<file path="config.mk">
export PLATFORM = sky130hd
export DESIGN_NAME = neuron_alu_sequencer
export DESIGN_NICKNAME = d
export VERILOG_FILES = /design/src/rtl/nn_pkg.sv /design/src/rtl/neuron_alu_sequencer.sv
export SDC_FILE = /design/constraint.sdc
export NUM_CORES = 1
export LEC_CHECK = 0
export CAP_MARGIN = 20
export CORE_ASPECT_RATIO = 0.8
export CORE_MARGIN = 2
export CORE_UTILIZATION = 45
export CTS_CLUSTER_SIZE = 24
export DETAILED_ROUTE_END_ITERATION = 10
export MAX_ROUTING_LAYER = met4
export PLACE_DENSITY = 0.8
export SLEW_MARGIN = 25
export SYNTH_ARGS = -nofsm -noshare
export SYNTH_HDL_FRONTEND = slang
export SYNTH_SLANG_ARGS = --single-unit
</file>
<file path="constraint.sdc">
create_clock -name clk -period 2 [get_ports clk]
set_input_delay 0.3 -clock clk [delete_from_list [all_inputs] [get_ports clk]]
set_output_delay 0.3 -clock clk [all_outputs]
set_load 0.02 [all_outputs]
</file>
<file path="src/rtl/nn_pkg.sv">
// nn_pkg: ALU opcodes and sequencer state encoding shared by the neuron datapath.
// Rev 1.0
`default_nettype none

package nn_pkg;

  localparam logic [2:0] ALU_ADD  = 3'b000;
  localparam logic [2:0] ALU_MUL  = 3'b001;
  localparam logic [2:0] ALU_SGE  = 3'b010;
  localparam logic [2:0] ALU_PASS = 3'b111;

  typedef enum logic [2:0] {
    ST_IDLE  = 3'd0,
    ST_FETCH = 3'd1,
    ST_MUL   = 3'd2,
    ST_ACC   = 3'd3,
    ST_ACT   = 3'd4,
    ST_DONE  = 3'd5
  } state_t;

endpackage

`default_nettype wire

</file>
<file path="src/rtl/neuron_alu_sequencer.sv">
// neuron_alu_sequencer: drives a shared ALU through MAC over N pairs, then threshold.
// Rev 1.0
`default_nettype none

module neuron_alu_sequencer
  import nn_pkg::*;
#(
  parameter int nBits      = 32,
  parameter int MAX_INPUTS = 16,
  parameter int IDX_W      = 4
) (
  input  logic               clk,
  input  logic               rst_n,
  input  logic               start,
  input  logic [IDX_W:0]     num_inputs,
  input  logic [nBits-1:0]   threshold,
  output logic               rd_en,
  output logic [IDX_W-1:0]   rd_idx,
  input  logic [nBits-1:0]   x_data,
  input  logic [nBits-1:0]   w_data,
  output logic [2:0]         alu_ctrl,
  output logic [nBits-1:0]   alu_a,
  output logic [nBits-1:0]   alu_b,
  input  logic [nBits-1:0]   alu_result,
  output logic               busy,
  output logic               done,
  output logic [nBits-1:0]   acc_out,
  output logic [nBits-1:0]   y
);

  localparam logic [IDX_W:0] N_MAX = (IDX_W+1)'(MAX_INPUTS);

  state_t             state_q, state_d;
  logic [IDX_W:0]     n_q, n_d;
  logic [nBits-1:0]   thr_q, thr_d;
  logic [IDX_W-1:0]   idx_q, idx_d;
  logic [nBits-1:0]   acc_q, acc_d;
  logic [nBits-1:0]   prod_q, prod_d;
  logic [nBits-1:0]   acc_out_q, acc_out_d;
  logic [nBits-1:0]   y_q, y_d;

  always_ff @(posedge clk or negedge rst_n) begin
    if (!rst_n) begin
      state_q   <= ST_IDLE;
      n_q       <= '0;
      thr_q     <= '0;
      idx_q     <= '0;
      acc_q     <= '0;
      prod_q    <= '0;
      acc_out_q <= '0;
      y_q       <= '0;
    end else begin
      state_q   <= state_d;
      n_q       <= n_d;
      thr_q     <= thr_d;
      idx_q     <= idx_d;
      acc_q     <= acc_d;
      prod_q    <= prod_d;
      acc_out_q <= acc_out_d;
      y_q       <= y_d;
    end
  end

  always_comb begin
    state_d   = state_q;
    n_d       = n_q;
    thr_d     = thr_q;
    idx_d     = idx_q;
    acc_d     = acc_q;
    prod_d    = prod_q;
    acc_out_d = acc_out_q;
    y_d       = y_q;
    rd_en     = 1'b0;
    rd_idx    = '0;
    alu_ctrl  = ALU_PASS;
    alu_a     = '0;
    alu_b     = '0;
    done      = 1'b0;

    case (state_q)
      ST_IDLE: begin
        if (start) begin
          n_d     = (num_inputs > N_MAX) ? N_MAX : num_inputs;
          thr_d   = threshold;
          acc_d   = '0;
          idx_d   = '0;
          state_d = (num_inputs == '0) ? ST_ACT : ST_FETCH;
        end
      end
      ST_FETCH: begin
        rd_en   = 1'b1;
        rd_idx  = idx_q;
        state_d = ST_MUL;
      end
      ST_MUL: begin
        alu_ctrl = ALU_MUL;
        alu_a    = x_data;
        alu_b    = w_data;
        prod_d   = alu_result;
        state_d  = ST_ACC;
      end
      ST_ACC: begin
        alu_ctrl = ALU_ADD;
        alu_a    = acc_q;
        alu_b    = prod_q;
        acc_d    = alu_result;
        idx_d    = idx_q + 1'b1;
        // n_q is nonzero here: N = 0 bypasses the MAC loop entirely
        state_d  = ({1'b0, idx_q} == (n_q - 1'b1)) ? ST_ACT : ST_FETCH;
      end
      ST_ACT: begin
        alu_ctrl  = ALU_SGE;
        alu_a     = acc_q;
        alu_b     = thr_q;
        y_d       = alu_result;
        acc_out_d = acc_q;
        state_d   = ST_DONE;
      end
      ST_DONE: begin
        done    = 1'b1;
        state_d = ST_IDLE;
      end
      default: state_d = ST_IDLE;
    endcase
  end

  assign busy    = (state_q != ST_IDLE);
  assign acc_out = acc_out_q;
  assign y       = y_q;

endmodule

`default_nettype wire

</file>
; Yosys cells after proc, flatten, opt, wreduce, memory -nomap -nowiden
; Index checks and enable logic that the tools add are counted.
[totals]
reg_bits = 172
input_bits = 136
[classes]
n_eq_ne = 7
n_addsub = 2
reduce_logical = 7
magnitude_cmp = 1
muxes = 15
[op_table]
columns = op, count
row1 = 32-bit one-hot mux with 2 select lines, 2
row2 = 32-bit one-hot mux with 3 select lines, 1
row3 = 32-bit two-way mux, 1
row4 = 3-bit one-hot mux with 5 select lines, 1
row5 = 3-bit two-way mux, 3
row6 = 3-bit one-hot mux with 3 select lines, 1
row7 = 4-bit two-way mux, 2
row8 = 4-bit one-hot mux with 2 select lines, 1
row9 = 3-bit by 2-bit equality test with 1-bit output (second input constant), 2
row10 = 3-bit equality test (second input constant), 2
row11 = 4-bit by 5-bit equality test with 1-bit output, 1
row12 = 5-bit > comparator (second input constant), 1
row13 = 5-bit logical NOT, 1
row14 = 5-bit two-way mux, 1
row15 = 5-bit by 1-bit subtractor with 5-bit output (second input constant), 1
row16 = 4-bit by 1-bit adder with 4-bit output (second input constant), 1
row17 = 2-bit AND reduction, 2
row18 = 3-bit by 1-bit equality test with 1-bit output (second input constant), 1
row19 = 3-bit logical NOT, 1
row20 = 3-bit nonzero test, 1
row21 = 1-bit two-way mux, 2
row22 = 2-bit inequality test (second input constant), 1
row23 = 2-bit nonzero test, 1
row24 = 2-bit OR reduction, 1

; Longest topological paths before layout
[logic_depth]
word_depth = 4
ltp_mapped = 7
depth_no_buf = 6

; Worst setup path after synthesis
; No wires, ideal clock.
[synth_path]
path_type = register -> output
startpoint = register state_q[2]
endpoint = output alu_b[10]
path_stages_with_launch = 6
required_ns = 1.700
arrival_time_ns = 1.556
slack_ns = 0.144
cell_sequence = dfrtp_1 -> buf_2 -> inv_2 -> nand2_2 -> clkbuf_1 -> o21ai_0
[synth_via]
elab_chain_cells = 2
[synth_rtl]
columns = item, line_no
row1 = "start, declared", neuron_alu_sequencer.sv:33  ; state_t state_q, state_d;
row2 = "start signal, assigned", neuron_alu_sequencer.sv:53  ; state_q <= state_d;
row3 = 3-bit equality test / 3-bit by 2-bit equality test with 1-bit output (equally long branches), neuron_alu_sequencer.sv:80  ; case (state_q)
row4 = 32-bit one-hot mux with 3 select lines (*), neuron_alu_sequencer.sv:80
row5 = "end, declared", neuron_alu_sequencer.sv:23  ; output logic [nBits-1:0] alu_b,
; Mark *: on every way between the ends. The rest lies on a longest branch, timed or not.

; Final worst setup path
[layout_path]
startpoint = register state_q[0]
endpoint = output alu_b[20]
; Same word-level chain as after synthesis.

==> out/qor.yml <==
cells_and_area:
  nets: 1219
  fin_util_pct: 70.02
  fillers: 1257
  final_area_mm2: 0.01166
  antennaDiodeCount: 0
  drive_gt1_share_pct: 23.42
  multiInputGateArea_mm2: 0.003231
  regArea_mm2: 0.004307
  syn_to_final_growth_pct: 50.82
clock_network:
  cts.path.max_buffers: 2
  htree_levels: 4
  clk_pin_slew_worst_paths_ps: 60
  ctsRootBufferMaster: "clkbuf_16"
  insertion_delay_ps: 420
  cts_made_buffers: 17
  cts_tree: "yes"
  cts.sinks: 172
grt:
  grt_first_pass_wirelength_um: 37290
  grt_max_degree: 65
  grt_use_total_pct: 27.60
  antenna_found_initial: 0
  first_global_vias: 6756
  grt_overflow_total: 0
route:
  drc_errors: 0
  first_pass_iters: 5
  wire_per_inst_um: 18.67
  viasPerCell: 5.221
  vias: 6855
  wl_um: 24510
  drtIter0Drc: 364
  ant_nets: 0
sta:
  drv_slew: 0
  setup_tns_ps: -4613
  fin_ws_ps: -147.8
  clock.fmax_mhz: 465.6
  finalSetupViolations: 60
  rsz0062_at_grt: "yes"
  fin_skew_ps: 9.629
  maxSlewHeadroom_pct: 51.71
  timing.hold.ws_ps: 405.9
  finalCritPeriodShare_pct: 107.4
  fin_crit_ps: 2148
  hold_viol_final: 0
  tightest_slew_ps: 724.4
logic_synthesis:
  syn_area_mm2: 0.007734
  synthXorXnorAreaFrac_pct: 0.9707
  syn_inst: 771
  ys_types: 38
  syn-num-nets: 909
  synth_compound_area_share_pct: 8.834
  synth-seq-cells: 172
  ys_warn_count: 0
  synth_adder_area_share_pct: 0.3236
  synth_top_family_by_area: "simple AND/OR/NAND/NOR gates"
  synth-simple-area-share_pct: 16.81
  synth.area.mux_share_pct: 13.75
  avgSynthCellArea_um2: 10.03
  synth-seq-area-share_pct: 55.65
floorplan:
  die_area_mm2: 0.01826
  die_y_um: 121.3
  row_count: 42
  start_util_pct: 46.42
  core_area_mm2: 0.01666
  die_x_um: 150.6
  pin_count: 274
critical_path:
  crit_slowest_cell: "dfrtp_2"
  crit_chain: "or2_4 > nor2_4 > buf_12 > buf_4 > nand2_1 > o21ai_0 > buf_4"
  end_kind: "output port"
  crit_arrival_ps: 1850
  crit_start: "state_q[0]$_DFFE_PN0P_"
  r2r_start: "state_q[2]$_DFFE_PN0P_"
  critical_path_required_ps: 1700
  critPathMaxFanout: 15
  slowest_delay_ps: 450
  cp_common_cell: "buf_4"
  critPathKind: "flip-flop to output port"
  cp-start-kind: "flip-flop"
placement:
  place_area_mm2: 0.01094
  routabilityCongestion: 0.8626
  dp_hpwl_um: 17240
  portBuffers: 273
pwr:
  ir_drop_uv: 859.6
  power_mw: 18.61
  powerDensity_mw_per_mm2: 1595
  leakage_nw: 5.429
outcome:
  violations: "negative setup slack"
  status: "finished with violations"
hold_path:
  hold_path.class: "input pin to asynchronous set/reset pin"
flow_run:
  cap_violations: 0
[worst max-delay path, delay by kind of cell, from the launching register on]
| kind | cells | cell delay (ps) |
|---|---|---|
| flip-flops | 1 | 450 |
| buffers and inverters | 3 | 450 |
| AND/OR/NAND/NOR | 3 | 460 |
| AO/OA/AOI/OAI | 1 | 70 |
[final cells by class]
cell class / count / area share (%)
clock inverters: 8 / 0.9225
multi-input cells: 542 / 27.70
repair buffers: 341 / 27.77
inverters: 7 / 0.2253
well taps: 220 / 2.360
flip-flops and latches: 172 / 36.92
clock buffers: 23 / 4.098
[where the power goes]
part,total [mW],internal (mW),switching (mW)
registers,6.03,4.97,1.06
clock network,3.30,1.95,1.35
logic,9.28,4.54,4.74
total,18.6,11.5,7.15
[path summary, 6_finish.rpt]
kind	end	slack, ps	cells after the start
worst max-delay path	alu_b[20]	-150	7
min in group clk	y[8]$_DFFE_PN0N_	470	2
max in group asynchronous	state_q[1]$_DFFE_PN0P_	940	3
worst max register to register	thr_q[26]$_DFFE_PN0P_	50	7
worst min-delay path	prod_q[29]$_DFFE_PN0P_	410	2
worst min register to register	y[8]$_DFFE_PN0N_	470	2
[repair_timing]
action                                  4_1_cts  5_1_grt
hold buffers                                  1        0
cloned                                        0        4
buffers inserted                              3       11
endpoints found under the setup margin       73       92
pin swaps                                     1        3
hold endpoints to repair                     41        0
resized for setup                           348       83
[through the flow]
stage,worst slack (ps),std cells
6_report,-147.8,1313
5_1_grt,-234.0,1313
3_5_place_dp,-212.7,1263
3_3_place_gp,-178.3,1263
2_1_floorplan,144.2,771
4_1_cts,-184.1,1298
[per-layer routing]
metal | track usage, % | vias to the layer above | wire length [µm]
met5 | - | - | 0
met4 | 8.937 | 0 | 525
met3 | 6.241 | 39 | 1877
met2 | 41.42 | 276 | 11420
met1 | 37.54 | 3354 | 10690
li1 | - | 3186 | -
[cells by family after synthesis]
family / after synthesis
flip-flops: 172
AO/OA/AOI/OAI: 110
AND/OR/NAND/NOR: 325
buffers and inverters: 57
XOR/XNOR: 7
adder cells (fa/ha/maj): 2
multiplexers: 98
[flip-flops by register name, summed over array words and instances (netlist names)]
signal,flops
acc_out,32
acc_q,32
idx_q,4
n_q,5
prod_q,32
state_q,3
thr_q,32
y,32
[cell usage in the layout, fill, tap and decap left out, drive strengths merged]
cell / instances
a211oi: 2
a21oi: 1
a22o: 32
a31oi: 1
and2: 4
and3b: 1
buf: 136
bufinv: 2
clkbuf: 26
clkdlybuf4s50: 198
clkinv: 2
clkinvlp: 1
dfrtp: 172
dlygate4sd2: 3
dlygate4sd3: 1
ha: 2
inv: 10
mux2: 66
mux2i: 32
nand2: 298
nand2b: 1
nand3: 7
nand3b: 1
nor2: 7
nor3: 2
nor3b: 1
nor4: 1
nor4b: 1
o21ai: 71
o22ai: 2
o2bb2ai: 1
or2: 1
xnor2: 2
xnor3: 1
xor2: 4
[synthesized netlist by cell type (all sizes together)]
master   count  share of area [%]
dfrtp      172                 56
or2          1              0.081
mux2        66                9.6
and2         4               0.32
o22ai        2               0.16
o2bb2ai      1               0.11
inv          7               0.34
nand2b       1              0.081
a22o        32                3.6
nor2         7               0.47
nor3         2               0.13
nor3b        1              0.097
nand3b       1               0.15
ha           2               0.32
buf         34                2.5
xnor2        2               0.23
mux2i       32                4.1
nand2      298                 15
a21oi        1              0.065
o21ai       71                4.6
and3b        1               0.11
xnor3        1               0.29
nand3        7               0.45
clkbuf      16               0.78
a211oi       2               0.19
nor4b        1               0.31
xor2         4               0.45
a31oi        1              0.081
nor4         1              0.081
Note: power is estimated with default switching activity, not from simulation.
